===== src/rtl/fm_cmn_bfifo_burst_rd.sv =====
// fm_cmn_bfifo_burst_rd
// Burst drain engine for the consumer side of a first-word-fall-through
// block-RAM FIFO. It waits until a full burst is buffered (or a flush allows a
// partial one), issues one write-burst command, then streams exactly that many
// words from the FIFO head through a single registered data stage.
//
// Ports:
//   clk_core, rst_x      clock, asynchronous active-low reset
//   i_start/i_adrs_base  load the base word address (IDLE only)
//   i_enable             permits new bursts
//   i_flush              permits a partial burst; drives o_flush_done
//   i_fifo_*             FIFO status and head data; o_fifo_renable pops
//   o_req/o_adrs/o_len   burst command, held until i_ack
//   o_wd_valid/o_wdata/o_wd_last, i_wd_ack   write data stream
//   o_busy               engine not in IDLE
//   o_flush_done         one-cycle pulse once a flush has emptied the FIFO
module fm_cmn_bfifo_burst_rd #(
  parameter int P_WIDTH  = 32,
  parameter int P_RANGE  = 8,
  parameter int P_BURST  = 8,
  parameter int P_ADRS_W = 32
) (
  input  logic                clk_core,
  input  logic                rst_x,
  input  logic                i_start,
  input  logic [P_ADRS_W-1:0] i_adrs_base,
  input  logic                i_enable,
  input  logic                i_flush,
  input  logic                i_fifo_empty,
  input  logic [P_RANGE:0]    i_fifo_dnum,
  input  logic [P_WIDTH-1:0]  i_fifo_dt,
  output logic                o_fifo_renable,
  output logic                o_req,
  output logic [P_ADRS_W-1:0] o_adrs,
  output logic [P_RANGE:0]    o_len,
  input  logic                i_ack,
  output logic                o_wd_valid,
  output logic [P_WIDTH-1:0]  o_wdata,
  output logic                o_wd_last,
  input  logic                i_wd_ack,
  output logic                o_busy,
  output logic                o_flush_done
);

  localparam int CW = P_RANGE + 1;
  localparam logic [CW-1:0] BURST_N = CW'(P_BURST);

  typedef enum logic [1:0] {
    IDLE = 2'd0,
    CMD  = 2'd1,
    DATA = 2'd2
  } state_t;

  state_t                state;
  logic [P_ADRS_W-1:0]   adrs;
  logic [CW-1:0]         len;
  logic [CW-1:0]         rem_pop;
  logic [CW-1:0]         rem_ack;
  logic [P_WIDTH-1:0]    wdata_p1;
  logic                  vld_p1;
  logic                  flush_done_p1;
  logic                  flush_seen;

  logic                  launch;
  logic                  load;
  logic                  accept;
  logic                  last_accept;
  logic                  flush_hit;
  logic [CW-1:0]         launch_len;

  // Burst length clamps the fill count to the nominal burst size.
  function automatic logic [CW-1:0] sat_len(input logic [CW-1:0] dnum);
    return (dnum >= BURST_N) ? BURST_N : dnum;
  endfunction

  // i_start has priority over a launch so a new base is never raced.
  assign launch      = (state == IDLE) & i_enable & !i_start &
                       ((i_fifo_dnum >= BURST_N) | (i_flush & (i_fifo_dnum != '0)));
  assign launch_len  = sat_len(i_fifo_dnum);
  assign accept      = vld_p1 & i_wd_ack;
  assign load        = (state == DATA) & (rem_pop != '0) & !i_fifo_empty &
                       (!vld_p1 | i_wd_ack);
  assign last_accept = accept & (rem_ack == CW'(1));
  // flush_seen blocks a second pulse until i_flush is released.
  assign flush_hit   = (state == IDLE) & i_flush & i_fifo_empty & !flush_seen;

  // ---- stage p0: control FSM and burst bookkeeping
  always_ff @(posedge clk_core or negedge rst_x) begin
    if (!rst_x) begin
      state   <= IDLE;
      adrs    <= '0;
      len     <= '0;
      rem_pop <= '0;
      rem_ack <= '0;
    end else begin
      case (state)
        IDLE: begin
          if (i_start) adrs <= i_adrs_base;
          if (launch) begin
            len     <= launch_len;
            rem_pop <= launch_len;
            rem_ack <= launch_len;
            state   <= CMD;
          end
        end
        CMD: begin
          if (i_ack) begin
            // Address arithmetic wraps at 2^P_ADRS_W.
            adrs  <= adrs + P_ADRS_W'(len);
            state <= DATA;
          end
        end
        DATA: begin
          if (load)        rem_pop <= rem_pop - CW'(1);
          if (accept)      rem_ack <= rem_ack - CW'(1);
          if (last_accept) state   <= IDLE;
        end
        default: state <= IDLE;
      endcase
    end
  end

  // ---- stage p1: registered write-data stage and flush pulse
  always_ff @(posedge clk_core or negedge rst_x) begin
    if (!rst_x) begin
      wdata_p1      <= '0;
      vld_p1        <= 1'b0;
      flush_done_p1 <= 1'b0;
      flush_seen    <= 1'b0;
    end else begin
      if (load) begin
        wdata_p1 <= i_fifo_dt;
        vld_p1   <= 1'b1;
      end else if (accept) begin
        vld_p1   <= 1'b0;
      end
      flush_done_p1 <= flush_hit;
      flush_seen    <= i_flush & (flush_seen | flush_hit);
    end
  end

  assign o_fifo_renable = load;
  assign o_req          = (state == CMD);
  assign o_adrs         = adrs;
  assign o_len          = len;
  assign o_wd_valid     = vld_p1;
  assign o_wdata        = wdata_p1;
  assign o_wd_last      = vld_p1 & (rem_ack == CW'(1));
  assign o_busy         = (state != IDLE);
  assign o_flush_done   = flush_done_p1;

endmodule


===== config.mk =====
export PLATFORM = sky130hd
export DESIGN_NAME = fm_cmn_bfifo_burst_rd
export DESIGN_NICKNAME = d
export VERILOG_FILES = /design/src/rtl/fm_cmn_bfifo_burst_rd.sv
export SDC_FILE = /design/constraint.sdc
export NUM_CORES = 1
export LEC_CHECK = 0
export CAP_MARGIN = 0
export CORE_UTILIZATION = 50
export DETAILED_ROUTE_END_ITERATION = 8
export DONT_BUFFER_PORTS = 1
export HOLD_SLACK_MARGIN = 0.06
export PLACE_DENSITY = 0.76
export SYNTH_ARGS = -nofsm -noshare
export SYNTH_HDL_FRONTEND = slang
export SYNTH_SLANG_ARGS = --single-unit

===== constraint.sdc =====
create_clock -name clk_core -period 2.8 [get_ports clk_core]
set_input_delay 0.28 -clock clk_core [delete_from_list [all_inputs] [get_ports clk_core]]
set_output_delay 0.28 -clock clk_core [all_outputs]
set_load 0.05 [all_outputs]

== Yosys cells after proc, flatten, opt, wreduce, memory -nomap -nowiden ==
Cells that the tools add are included.
Storage, ports and cells
  memory bits (writable): 0
  logic and storage cells: 70
  output and inout bits: 79
  memory bits (read-only): 0
  bits in registers: 96
  bits in latches: 0
  bits of input ports: 81
  memories kept: 0
Operators by class
  muxes and demuxes: 15
  equality and inequality tests: 9
  shift-type cells: 0
  $lt $le $gt $ge: 1
  reduce and logical (&&, ||, !) cells: 16
  bitwise gates (word level): 17
  add/sub/neg operators: 3
  multipliers: 0
  div/mod/pow operators: 0
Operator list (count)
  32-bit two-way mux: 2
  32-bit one-hot mux with 2 select lines: 1
  9-bit two-way mux: 4
  9-bit one-hot mux with 2 select lines: 2
  32-bit by 9-bit adder with 32-bit output: 1
  9-bit nonzero test: 2
  9-bit by 1-bit subtractor with 9-bit output (second input constant): 2
  1-bit AND: 14
  3-bit AND reduction: 4
  2-bit != test (second input constant): 5
  9-bit by 1-bit equality test with 1-bit output (second input constant): 1
  9-bit by 4-bit greater-or-equal comparator with 1-bit output (second input constant): 1
  2-bit nonzero test: 4
  2-bit two-way mux: 3
  2-bit one-hot mux with 3 select lines: 1
  1-bit zero test: 4
  1-bit bitwise OR: 3
  2-bit by 1-bit equality test with 1-bit output (second input constant): 1
  2-bit equality test (second input constant): 1
  2-bit zero test: 1
  1-bit two-way mux: 2
  2-bit by 1-bit != test with 1-bit output (second input constant): 1
  2-bit AND reduction: 1

== Depth between registers and ports, before layout ==
Gate-level depths: netlist of the first run.
  depth after elaboration: 6
  gate-level depth with buffers: 9

== Worst setup path before layout of the first run ==
No wires, ideal clock.
  path type: register -> register
  start point: reg adrs[0], in the netlist o_adrs[0]
  end point: reg adrs[28], in the netlist o_adrs[28]
  clock period less this slack: 2738 ps
  stages on the path, launching flop included: 10
  data arrival time: 2615 ps
  data required time: 2677 ps
  setup slack: 62 ps
  buffers on the path: 1
  path through: dfrtp_1 ha_1 fa_1 a21o_1 a221oi_2 o211ai_1 clkbuf_1 a31oi_1 a31oi_1 o221a_2
Between the ends
  longest elaborated chain between the ends: 3
Ends and longest elaborated chain
  start, declared: line 55  | logic [P_ADRS_W-1:0] adrs;
  start signal, assigned: line 98  | if (i_start) adrs <= i_adrs_base;
  start signal, assigned: line 109  | adrs <= adrs + P_ADRS_W'(len);
  32-bit by 9-bit adder with 32-bit output: line 109
  32-bit two-way mux: line 107  | if (i_ack) begin
  32-bit one-hot mux with 2 select lines: line 96  | case (state)
No other way between the ends. The select of a mux whose other input is x is not followed.
A chain may end at the register's enable or synchronous reset.

== Worst setup path after layout of the first run ==
Ends and elaborated chain as after synthesis.

==> qor.yml, run 1 <==
status: "finished clean"
avgSynthCellArea_sq_um: 10.06
ys_seq_area_share_pct: 47.75
worstPathMaxFanout: 13
ant_nets: 0
synthesis.instances: 500
final_nets: 672
finalHoldViolations: 0
design.die.area_sq_um: 10470
drt_iter0_drc: 228
worst-r2r-setup-slack_ns: 0.11
hold_class: "in -> reg"
whs_ns: 0.07859
finalMaxSlewViolations: 0
worstSetupPathType: "reg -> reg"
wl_per_cell_um: 18.69
worst_slew_pin_slew_ns: 0.7396
async_flop_share_pct: 100.0
reg2regPathDepth: 9
cts_setup_buffers: 0
start_kind: "flip-flop"
pre_cts_ws_ns: 0.1838
coreArea_sq_um: 9774
clk_root_buffer_cell: "clkbuf_8"
grt_pass1_vias: 4361
yosysWarningCount: 0
switching_power_mw: 4.270
cts_tree: "built"
setup_viol: 0
synth-edff-count: 0
initial_utilization_pct: 51.47
stdcell_count: 718
cp-endpoint: "o_adrs[28]$_DFFE_PN0P_"
fill_cells: 845
syn-num-nets: 594
clkSinkCount: 96
drc: 0
drtPass1Iterations: 5
yosys_most_used_dff: "dfrtp_1"
final_common_cell: "dfrtp_1"
grt_max_degree: 97
antenna_found_initial: 2
grtUsageTotal_pct: 26.48
timing.setup.tns_ns: 0
r2r-end: "o_adrs[28]$_DFFE_PN0P_"
gp_congestion: 0.8959
place_inst: 657
port_buffers: 0
rows: 36
ys_seq_elements: 96
dieHeight_um: 102.3
pwr-share-seq_pct: 44.1
via_per_inst: 6.018
clockPowerShare_pct: 10.8
netlist_area_sq_um: 5031
end_kind: "flip-flop"
worstPathRequired_ns: 3.10
layout_common_cells: "96 x dfrtp_1, 54 x nor2_1, 48 x buf_4"
switching_share_pct: 54.20
max_freq_mhz: 372.4
combPwrFrac_pct: 45.1
io_pins: 160
clk_latency_ns: 0.36
path_clk_slew_ns: 0.10
grt_pass1_wl_um: 21110
clock_skew_ns: 0.009976
dpl.hpwl_um: 8931
period_share_pct: 95.90
cap_violations: 0
startpoint: "o_adrs[0]$_DFFE_PN0P_"
die_x_um: 102.3
r2r_start: "o_adrs[0]$_DFFE_PN0P_"
syn_to_final_growth_pct: 21.24
worst_slack_ns: 0.1147
drive_above_1_share_pct: 19.21
period_minus_slack_ns: 2.685
rsz0062_at_grt: "no"
drt_wl_total_um: 13420
leakagePower_nw: 2.666
grt.overflow.total: 0
vias: 4321
cts.path.max_buffers: 2
p_int_mw: 3.608
slew-limit-headroom_pct: 50.24
ir_worst_vdd_mv: 0.6019
cts_max_level: 3
ys_types: 60
cp_data_arrival_time_ns: 2.99
cellPowerDensity_nw_per_um2: 1292
numCtsBuffers: 9
per-stage QoR:
| stage | util, % | total power [mW] | instance area [sq um] |
|---|---|---|---|
| final | 62.40 | 7.879 | 6100 |
| after global routing | 62.40 | 8.335 | 6100 |
| after CTS | 62.35 | 7.861 | 6095 |
| after detailed placement | 55.91 | 6.911 | 5465 |
| after global placement | 55.91 | 6.770 | 5465 |
| after floorplan | - | 5.985 | 5031 |
flip-flops by register name (all words and copies together), names as in the netlist:
| signal | count |
|---|---|
| o_adrs | 32 |
| o_wdata | 32 |
| o_len | 9 |
| rem_ack | 9 |
| rem_pop | 9 |
| state | 2 |
| flush_seen | 1 |
| o_flush_done | 1 |
| o_wd_valid | 1 |
worst max-delay path, cell delays in order (launching register included):
cell and delay, ns:
dfrtp_1 0.40, ha_1 0.23, fa_1 0.40, a21o_1 0.22
a221oi_2 0.38, o211ai_1 0.18, buf_4 0.21, and3_1 0.19
a31oi_1 0.19, o221a_2 0.21
power by group through the flow:
stage / clock (mW) / combinational [mW] / sequential (mW)
CTS: 0.880 / 3.52 / 3.46
global placement: 0 / 3.32 / 3.45
detailed placement: 0 / 3.43 / 3.48
global route: 0.939 / 3.84 / 3.56
floorplan: 0 / 1.81 / 4.18
finish: 0.854 / 3.55 / 3.47
synth_stat cells, types with 6 or more instances:
| cell | count | share of area (%) |
|---|---|---|
| a211oi_1 | 8 | 1.2 |
| xor2_1 | 8 | 1.4 |
| inv_1 | 12 | 0.90 |
| nand3_1 | 13 | 1.3 |
| nand2_1 | 42 | 3.1 |
| xnor2_1 | 6 | 1.0 |
| nor2_1 | 55 | 4.1 |
| o22a_1 | 9 | 1.6 |
| mux2_2 | 32 | 7.2 |
| a21oi_1 | 36 | 3.6 |
| nor2b_1 | 9 | 1.1 |
| o21ai_0 | 23 | 2.3 |
| ha_1 | 12 | 3.0 |
| a31oi_1 | 20 | 2.5 |
| dfrtp_1 | 96 | 48 |
| and3_1 | 9 | 1.1 |
| clkbuf_1 | 19 | 1.4 |
worst min-delay path by stage:
stage	endpoint	slack (ns)	cells after the start	startpoint
after floorplan	flush_seen$_DFF_PN0_	-0.02	0	rst_x
after global placement	o_wdata[22]$_DFFE_PN0P_	-0.01	0	rst_x
after detailed placement	o_wdata[0]$_DFFE_PN0P_	-0.01	0	rst_x
after CTS	o_adrs[22]$_DFFE_PN0P_	0.06	2	i_adrs_base[22]
after global routing	o_adrs[22]$_DFFE_PN0P_	0.07	2	i_adrs_base[22]
final	o_adrs[1]$_DFFE_PN0P_	0.08	2	i_adrs_base[1]
logic make-up (layout without fill, tap and decap cells):
| kind of cell | after synthesis | count (layout) | synth area share, % |
|---|---|---|---|
| AOI/OAI and AO/OA | 139 | 139 | 19.27 |
| xor gates and xnor gates | 14 | 14 | 2.437 |
| adders and majority gates | 13 | 13 | 3.382 |
| buffers and inverters | 36 | 119 | 2.785 |
| DFF | 96 | 96 | 47.75 |
| muxes | 36 | 36 | 7.958 |
| other | 0 | 2 | 0 |
| and+or+nand+nor | 166 | 166 | 16.41 |
metal layers:
layer / share of wire, % / vias to the layer above / wire, um / global-route usage (%)
met5: 0 / - / 0 / 0
met4: 2.9 / 0 / 389 / 12.64
met3: 7.2 / 35 / 970 / 6.430
met2: 49 / 172 / 6599 / 43.16
met1: 41 / 2128 / 5463 / 33.16
li1: - / 1986 / - / -
cell type report:
type	count	area [sq um]	area share, %
sequential	96	2402	39.38
clock buffer	10	127.6	2.092
tap	133	166.4	2.728
inverter	12	45.04	0.7385
timing repair buffer	91	808.3	13.25
multi-input combinational	368	2491	40.84
antenna	2	5.005	0.08205
clock inverter	6	53.80	0.8821
what timing repair did:
| action | CTS | global route |
|---|---|---|
| gates resized for setup | 0 | 0 |
| hold buffers | 43 | 0 |
| hold endpoints to repair | 136 | 0 |
Note: power is estimated with default switching activity, not from simulation.
==> inputs of run 2 (changes only) <==
CORE_ASPECT_RATIO = 0.5   (was not set)
CORE_MARGIN = 8   (was not set)
==> qor.yml, run 2 (same netlist as run 1, synthesis figures left out) <==
status: "finished clean"
end_kind: "flip-flop"
timing.setup.tns_ns: 0  # unchanged
placed_cell_area_sq_um: 5474  # +0.16%
syn_to_final_growth_pct: 15.92
cap_violations: 0  # unchanged
leakagePower_nw: 2.567  # -3.7%
design.die.area_sq_um: 13720  # +31%
io_pins: 160  # unchanged
ant_nets: 0  # unchanged
cts_tree: "built"
finalHoldViolations: 0  # unchanged
hold_buffers: 6  # -86%
vias: 4248  # -1.7%
r2r-end: "o_adrs[26]$_DFFE_PN0P_"
grt_pass1_vias: 4002  # -8.2%
worstPathRequired_ns: 3.07  # -0.03 ns
cts.repair.resized: 0  # unchanged
numCtsBuffers: 9  # unchanged
pre_cts_ws_ns: 0.1737  # -0.01010 ns
worstSetupPathType: "reg -> reg"
drc: 0  # unchanged
ir_worst_vdd_mv: 0.7361  # +22%
worst-r2r-setup-slack_ns: 0.14  # +0.02 ns
layout_common_cells: "96 x dfrtp_1, 54 x nor2_1, 48 x buf_4"
total_power_mw: 8.199  # +4.1%
r2r_start: "o_adrs[0]$_DFFE_PN0P_"
dpl.hpwl_um: 10610  # +19%
worstPathMaxFanout: 13  # unchanged
grt_max_degree: 97  # unchanged
finalMaxSlewViolations: 0  # unchanged
post-route-cell-area_sq_um: 5832  # -4.4%
clk_root_buffer_cell: "clkbuf_16"
drtPass1Iterations: 5  # unchanged
final_nets: 635  # -5.5%
wl_per_cell_um: 20.77  # +11%
worst_slew_pin_slew_ns: 0.8639  # +0.1243 ns
grt_pass1_wl_um: 22380  # +6.0%
cts_setup_buffers: 0  # unchanged
hold_path_end: "o_wdata[23]$_DFFE_PN0P_"
initial_utilization_pct: 50.38  # -1.1 points
antenna_found_initial: 0  # -2
clk_latency_ns: 0.34  # -0.02 ns
path_cells: "ha_1 > fa_1 > a21o_1 > a221oi_2 > o211ai_1 > buf_4 > and3_1 > a41o_1 > a21oi_1"
min_from: "i_fifo_dt[23]"
slew-limit-headroom_pct: 42.35  # -7.9 points
die_x_um: 157.9  # +54%
crit_buf_inv: 1  # unchanged
diodes: 0  # -2
max_freq_mhz: 375.7  # +0.90%
clkSinkCount: 96  # unchanged
via_per_inst: 6.192  # +2.9%
slowest_delay_ns: 0.42  # +0.02 ns
gp_congestion: 0.9025  # +0.74%
coreArea_sq_um: 9987  # +2.2%
start_kind: "flip-flop"
drive_above_1_share_pct: 20.70  # +1.5 points
rows: 26  # -28%
reg2regPathDepth: 9  # unchanged
drt_wl_total_um: 14250  # +6.1%
hold_class: "in -> reg"
critical_path.slowest_cell: "fa_1"
post-route-util_pct: 58.39  # -4.0 points
final_common_cell: "dfrtp_1"
rsz0062_at_grt: "no"
grtUsageTotal_pct: 20.82  # -5.7 points
cts_max_level: 3  # unchanged
hold_depth: 1  # -1
cts.path.max_buffers: 2  # unchanged
worst_slack_ns: 0.1386  # +0.02394 ns
cellPowerDensity_nw_per_um2: 1406  # +8.8%
period_minus_slack_ns: 2.661  # -0.02394 ns
drt_iter0_drc: 393  # +72%
period_share_pct: 95.05  # -0.85 points
setup_viol: 0  # unchanged
dieHeight_um: 86.93  # -15%
port_buffers: 0  # unchanged
crit_family: "compound AO/OA/AOI/OAI gates"
grt.overflow.total: 0  # unchanged
path_clk_slew_ns: 0.07  # -0.03 ns
clock_skew_ns: 0.008428  # -0.001548 ns
cp_data_arrival_time_ns: 2.93  # -0.06 ns
-- run 2: cell count changes in the layout (fill, tap and decap cells not counted), sizes merged --
| cell | change |
|---|---|
| clkbuf | -1 |
| clkinvlp | -1 |
| diode | -2 |
| dlygate4sd3 | -37 |
| inv | +2 |
-- run 2: power breakdown --
group          leakage [nW]  internal [mW]  switching (mW)
clock                 0.133          0.612           0.558
sequential             1.16           1.99            1.56
combinational          1.27           1.26            2.22
total                  2.57           3.86            4.34
-- run 2: layout make-up --
cell class / count / area, sq um
fill: 854 / 4155
tap: 140 / 175.2
clock buffer: 9 / 225.2
multi-input combinational: 368 / 2491
clock inverter: 7 / 55.05
timing repair buffer: 54 / 437.9
inverter: 12 / 45.04
sequential: 96 / 2402
-- run 2: how the worst max path moves through the flow --
stage / cells after the start / slack [ns] / end / start
2_1_floorplan: 9 / 0.06 / o_adrs[28]$_DFFE_PN0P_ / o_adrs[0]$_DFFE_PN0P_
3_3_place_gp: 9 / 0.27 / o_adrs[26]$_DFFE_PN0P_ / o_adrs[0]$_DFFE_PN0P_
3_5_place_dp: 9 / 0.17 / o_adrs[26]$_DFFE_PN0P_ / o_adrs[0]$_DFFE_PN0P_
4_1_cts: 9 / 0.15 / o_adrs[26]$_DFFE_PN0P_ / o_adrs[0]$_DFFE_PN0P_
5_1_grt: 9 / 0.04 / o_adrs[26]$_DFFE_PN0P_ / o_adrs[0]$_DFFE_PN0P_
6_report: 9 / 0.14 / o_adrs[26]$_DFFE_PN0P_ / o_adrs[0]$_DFFE_PN0P_
-- run 2: worst reg2reg max path, stage by stage, from the launching register on --
cell and delay, ns:
dfrtp_1 0.38, ha_1 0.23, fa_1 0.42, a21o_1 0.22, a221oi_2 0.36, o211ai_1 0.16
buf_4 0.21, and3_1 0.20, a41o_1 0.24, a21oi_1 0.15
-- run 2: per-stage QoR --
stage / hold slack (ns) / instances
after floorplan: -0.01559 / 500
after global placement: -0.01323 / 664
final: 0.08149 / 686
after CTS: 0.06372 / 686
after global routing: 0.06260 / 686
after detailed placement: -0.01349 / 664
-- run 2: routing by layer --
layer  part of all wire, %  GRT usage (%)
met1                    43          28.21
met3                    12          8.366
met4                   1.7          6.003
met2                    43          29.95
met5                     0              0
==> inputs of run 3 (changes only) <==
CORE_ASPECT_RATIO = 0.9   (was 0.5)
CORE_MARGIN = 4   (was 8)
==> qor.yml, run 3 (same netlist as run 1, synthesis figures left out) <==
cts_max_level: 3  # unchanged
rows: 34  # +31%
clk_root_buffer_cell: "clkbuf_8"
dieHeight_um: 103.2  # +19%
ant_nets: 0  # unchanged
reg2regPathDepth: 9  # unchanged
wl_per_cell_um: 19.23  # -7.4%
path_clk_slew_ns: 0.11  # +0.04 ns
diodes: 0  # unchanged
coreArea_sq_um: 9742  # -2.5%
layout_common_cells: "96 x dfrtp_1, 54 x nor2_1, 46 x buf_4"
drtPass1Iterations: 5  # unchanged
period_share_pct: 93.81  # -1.2 points
die_x_um: 113.7  # -28%
worstPathRequired_ns: 3.10  # +0.03 ns
start_kind: "flip-flop"
grt_max_degree: 97  # unchanged
hold_depth: 2  # +1
highest_layer: "met4"
gp_congestion: 0.8971  # -0.60%
end_kind: "flip-flop"
timing.setup.tns_ns: 0  # unchanged
finalMaxSlewViolations: 0  # unchanged
cts.path.max_buffers: 2  # unchanged
antenna_found_initial: 0  # unchanged
period_minus_slack_ns: 2.627  # -0.03462 ns
final_nets: 671  # +5.7%
cts.repair.resized: 0  # unchanged
grt_pass1_wl_um: 21260  # -5.0%
setup_viol: 0  # unchanged
slew-limit-headroom_pct: 49.73  # +7.4 points
initial_utilization_pct: 51.64  # +1.3 points
worstSetupPathType: "reg -> reg"
grt_pass1_vias: 4221  # +5.5%
grtUsageTotal_pct: 22.73  # +1.9 points
dr_wl_met3_um: 1051  # -40%
port_buffers: 0  # unchanged
worstPathMaxFanout: 13  # unchanged
io_pins: 160  # unchanged
max_freq_mhz: 380.7  # +1.3%
drt_iter0_drc: 367  # -6.6%
drive_above_1_share_pct: 19.07  # -1.6 points
whs_ns: 0.08386  # +0.002370 ns
cellPowerDensity_nw_per_um2: 1300  # -7.5%
vias: 4244  # -0.094%
clock_skew_ns: 0.01145  # +0.003018 ns
syn_to_final_growth_pct: 21.11
cp_data_arrival_time_ns: 2.92  # about the same
drt_wl_total_um: 13610  # -4.4%
dpl.hpwl_um: 9282  # -12%
status: "finished clean"
min_from: "i_adrs_base[7]"
cap_violations: 0  # unchanged
clkSinkCount: 96  # unchanged
ir_worst_vdd_mv: 0.7648  # +3.9%
post-route-util_pct: 62.55  # +4.2 points
hold_class: "in -> reg"
final_common_cell: "dfrtp_1"
numCtsBuffers: 9  # unchanged
rsz0062_at_grt: "no"
r2r-end: "o_adrs[26]$_DFFE_PN0P_"
clk_latency_ns: 0.36  # +0.02 ns
worst-r2r-setup-slack_ns: 0.17  # +0.03 ns
worst_slew_pin_slew_ns: 0.7525  # -0.1114 ns
grt.overflow.total: 0  # unchanged
r2r_start: "o_adrs[0]$_DFFE_PN0P_"
dr_wl_met2_um: 6712  # +8.7%
leakagePower_nw: 2.682  # +4.5%
cts_tree: "built"
hold_path_end: "o_adrs[7]$_DFFE_PN0P_"
cts_setup_buffers: 0  # unchanged
finalHoldViolations: 0  # unchanged
drc: 0  # unchanged
drt-met1-wl_um: 5517  # -9.3%
design.die.area_sq_um: 11730  # -15%
via_per_inst: 5.994  # -3.2%
==> run 3: power by group <==
part	switching (mW)	leakage, nW	internal, mW
registers	1.48	1.16	1.99
logic	2.27	1.42	1.29
clock network	0.539	0.0973	0.351
total	4.29	2.68	3.63
==> run 3: final cells by class <==
type                            instances  area [sq um]
Fill cell                             776          3649
Multi-Input combinational cell        368          2491
Sequential cell                        96          2402
Timing Repair Buffer                   90         803.3
Tap cell                              126         157.7
Clock buffer                            9         123.9
Clock inverter                          7         70.07
Inverter                               12         45.04
==> run 3: metrics by stage <==
| stage | std cells | power, mW | instance area (sq um) | setup WS (ns) |
|---|---|---|---|---|
| 2_1_floorplan | 500 | 5.985 | 5031 | 0.06190 |
| 3_3_place_gp | 648 | 6.797 | 5441 | 0.2922 |
| 3_5_place_dp | 648 | 6.930 | 5441 | 0.2346 |
| 4_1_cts | 704 | 7.918 | 6053 | 0.1789 |
| 5_1_grt | 708 | 8.373 | 6093 | 0.002387 |
| 6_report | 708 | 7.922 | 6093 | 0.1732 |
==> run 3: what timing repair did <==
action | 4_1_cts | 5_1_grt
setup endpoints to repair | 0 | 0
hold buffers | 40 | 4
hold endpoints to repair | 133 | 4
==> run 3: layer usage <==
metal,GRT usage [%],up-vias
li1,-,1992
met1,28.51,2041
met2,38.03,183
met3,6.221,28
met4,8.318,0
met5,0,-
==> run 3: how the worst max path moves through the flow <==
stage / from / endpoint
after floorplan: o_adrs[0]$_DFFE_PN0P_ / o_adrs[28]$_DFFE_PN0P_
after CTS: o_adrs[0]$_DFFE_PN0P_ / o_adrs[26]$_DFFE_PN0P_
final: o_adrs[0]$_DFFE_PN0P_ / o_adrs[26]$_DFFE_PN0P_
after detailed placement: o_adrs[0]$_DFFE_PN0P_ / o_adrs[26]$_DFFE_PN0P_
after global routing: o_adrs[0]$_DFFE_PN0P_ / o_adrs[26]$_DFFE_PN0P_
after global placement: o_adrs[0]$_DFFE_PN0P_ / o_adrs[26]$_DFFE_PN0P_
==> run 3: critical path: stages, from the launching register on <==
cell	delay, ns
dfrtp_1	0.40
ha_1	0.23
fa_1	0.41
a21o_1	0.22
a221oi_2	0.36
o211ai_1	0.17
buf_4	0.21
and3_1	0.19
a41o_1	0.24
a21oi_1	0.13
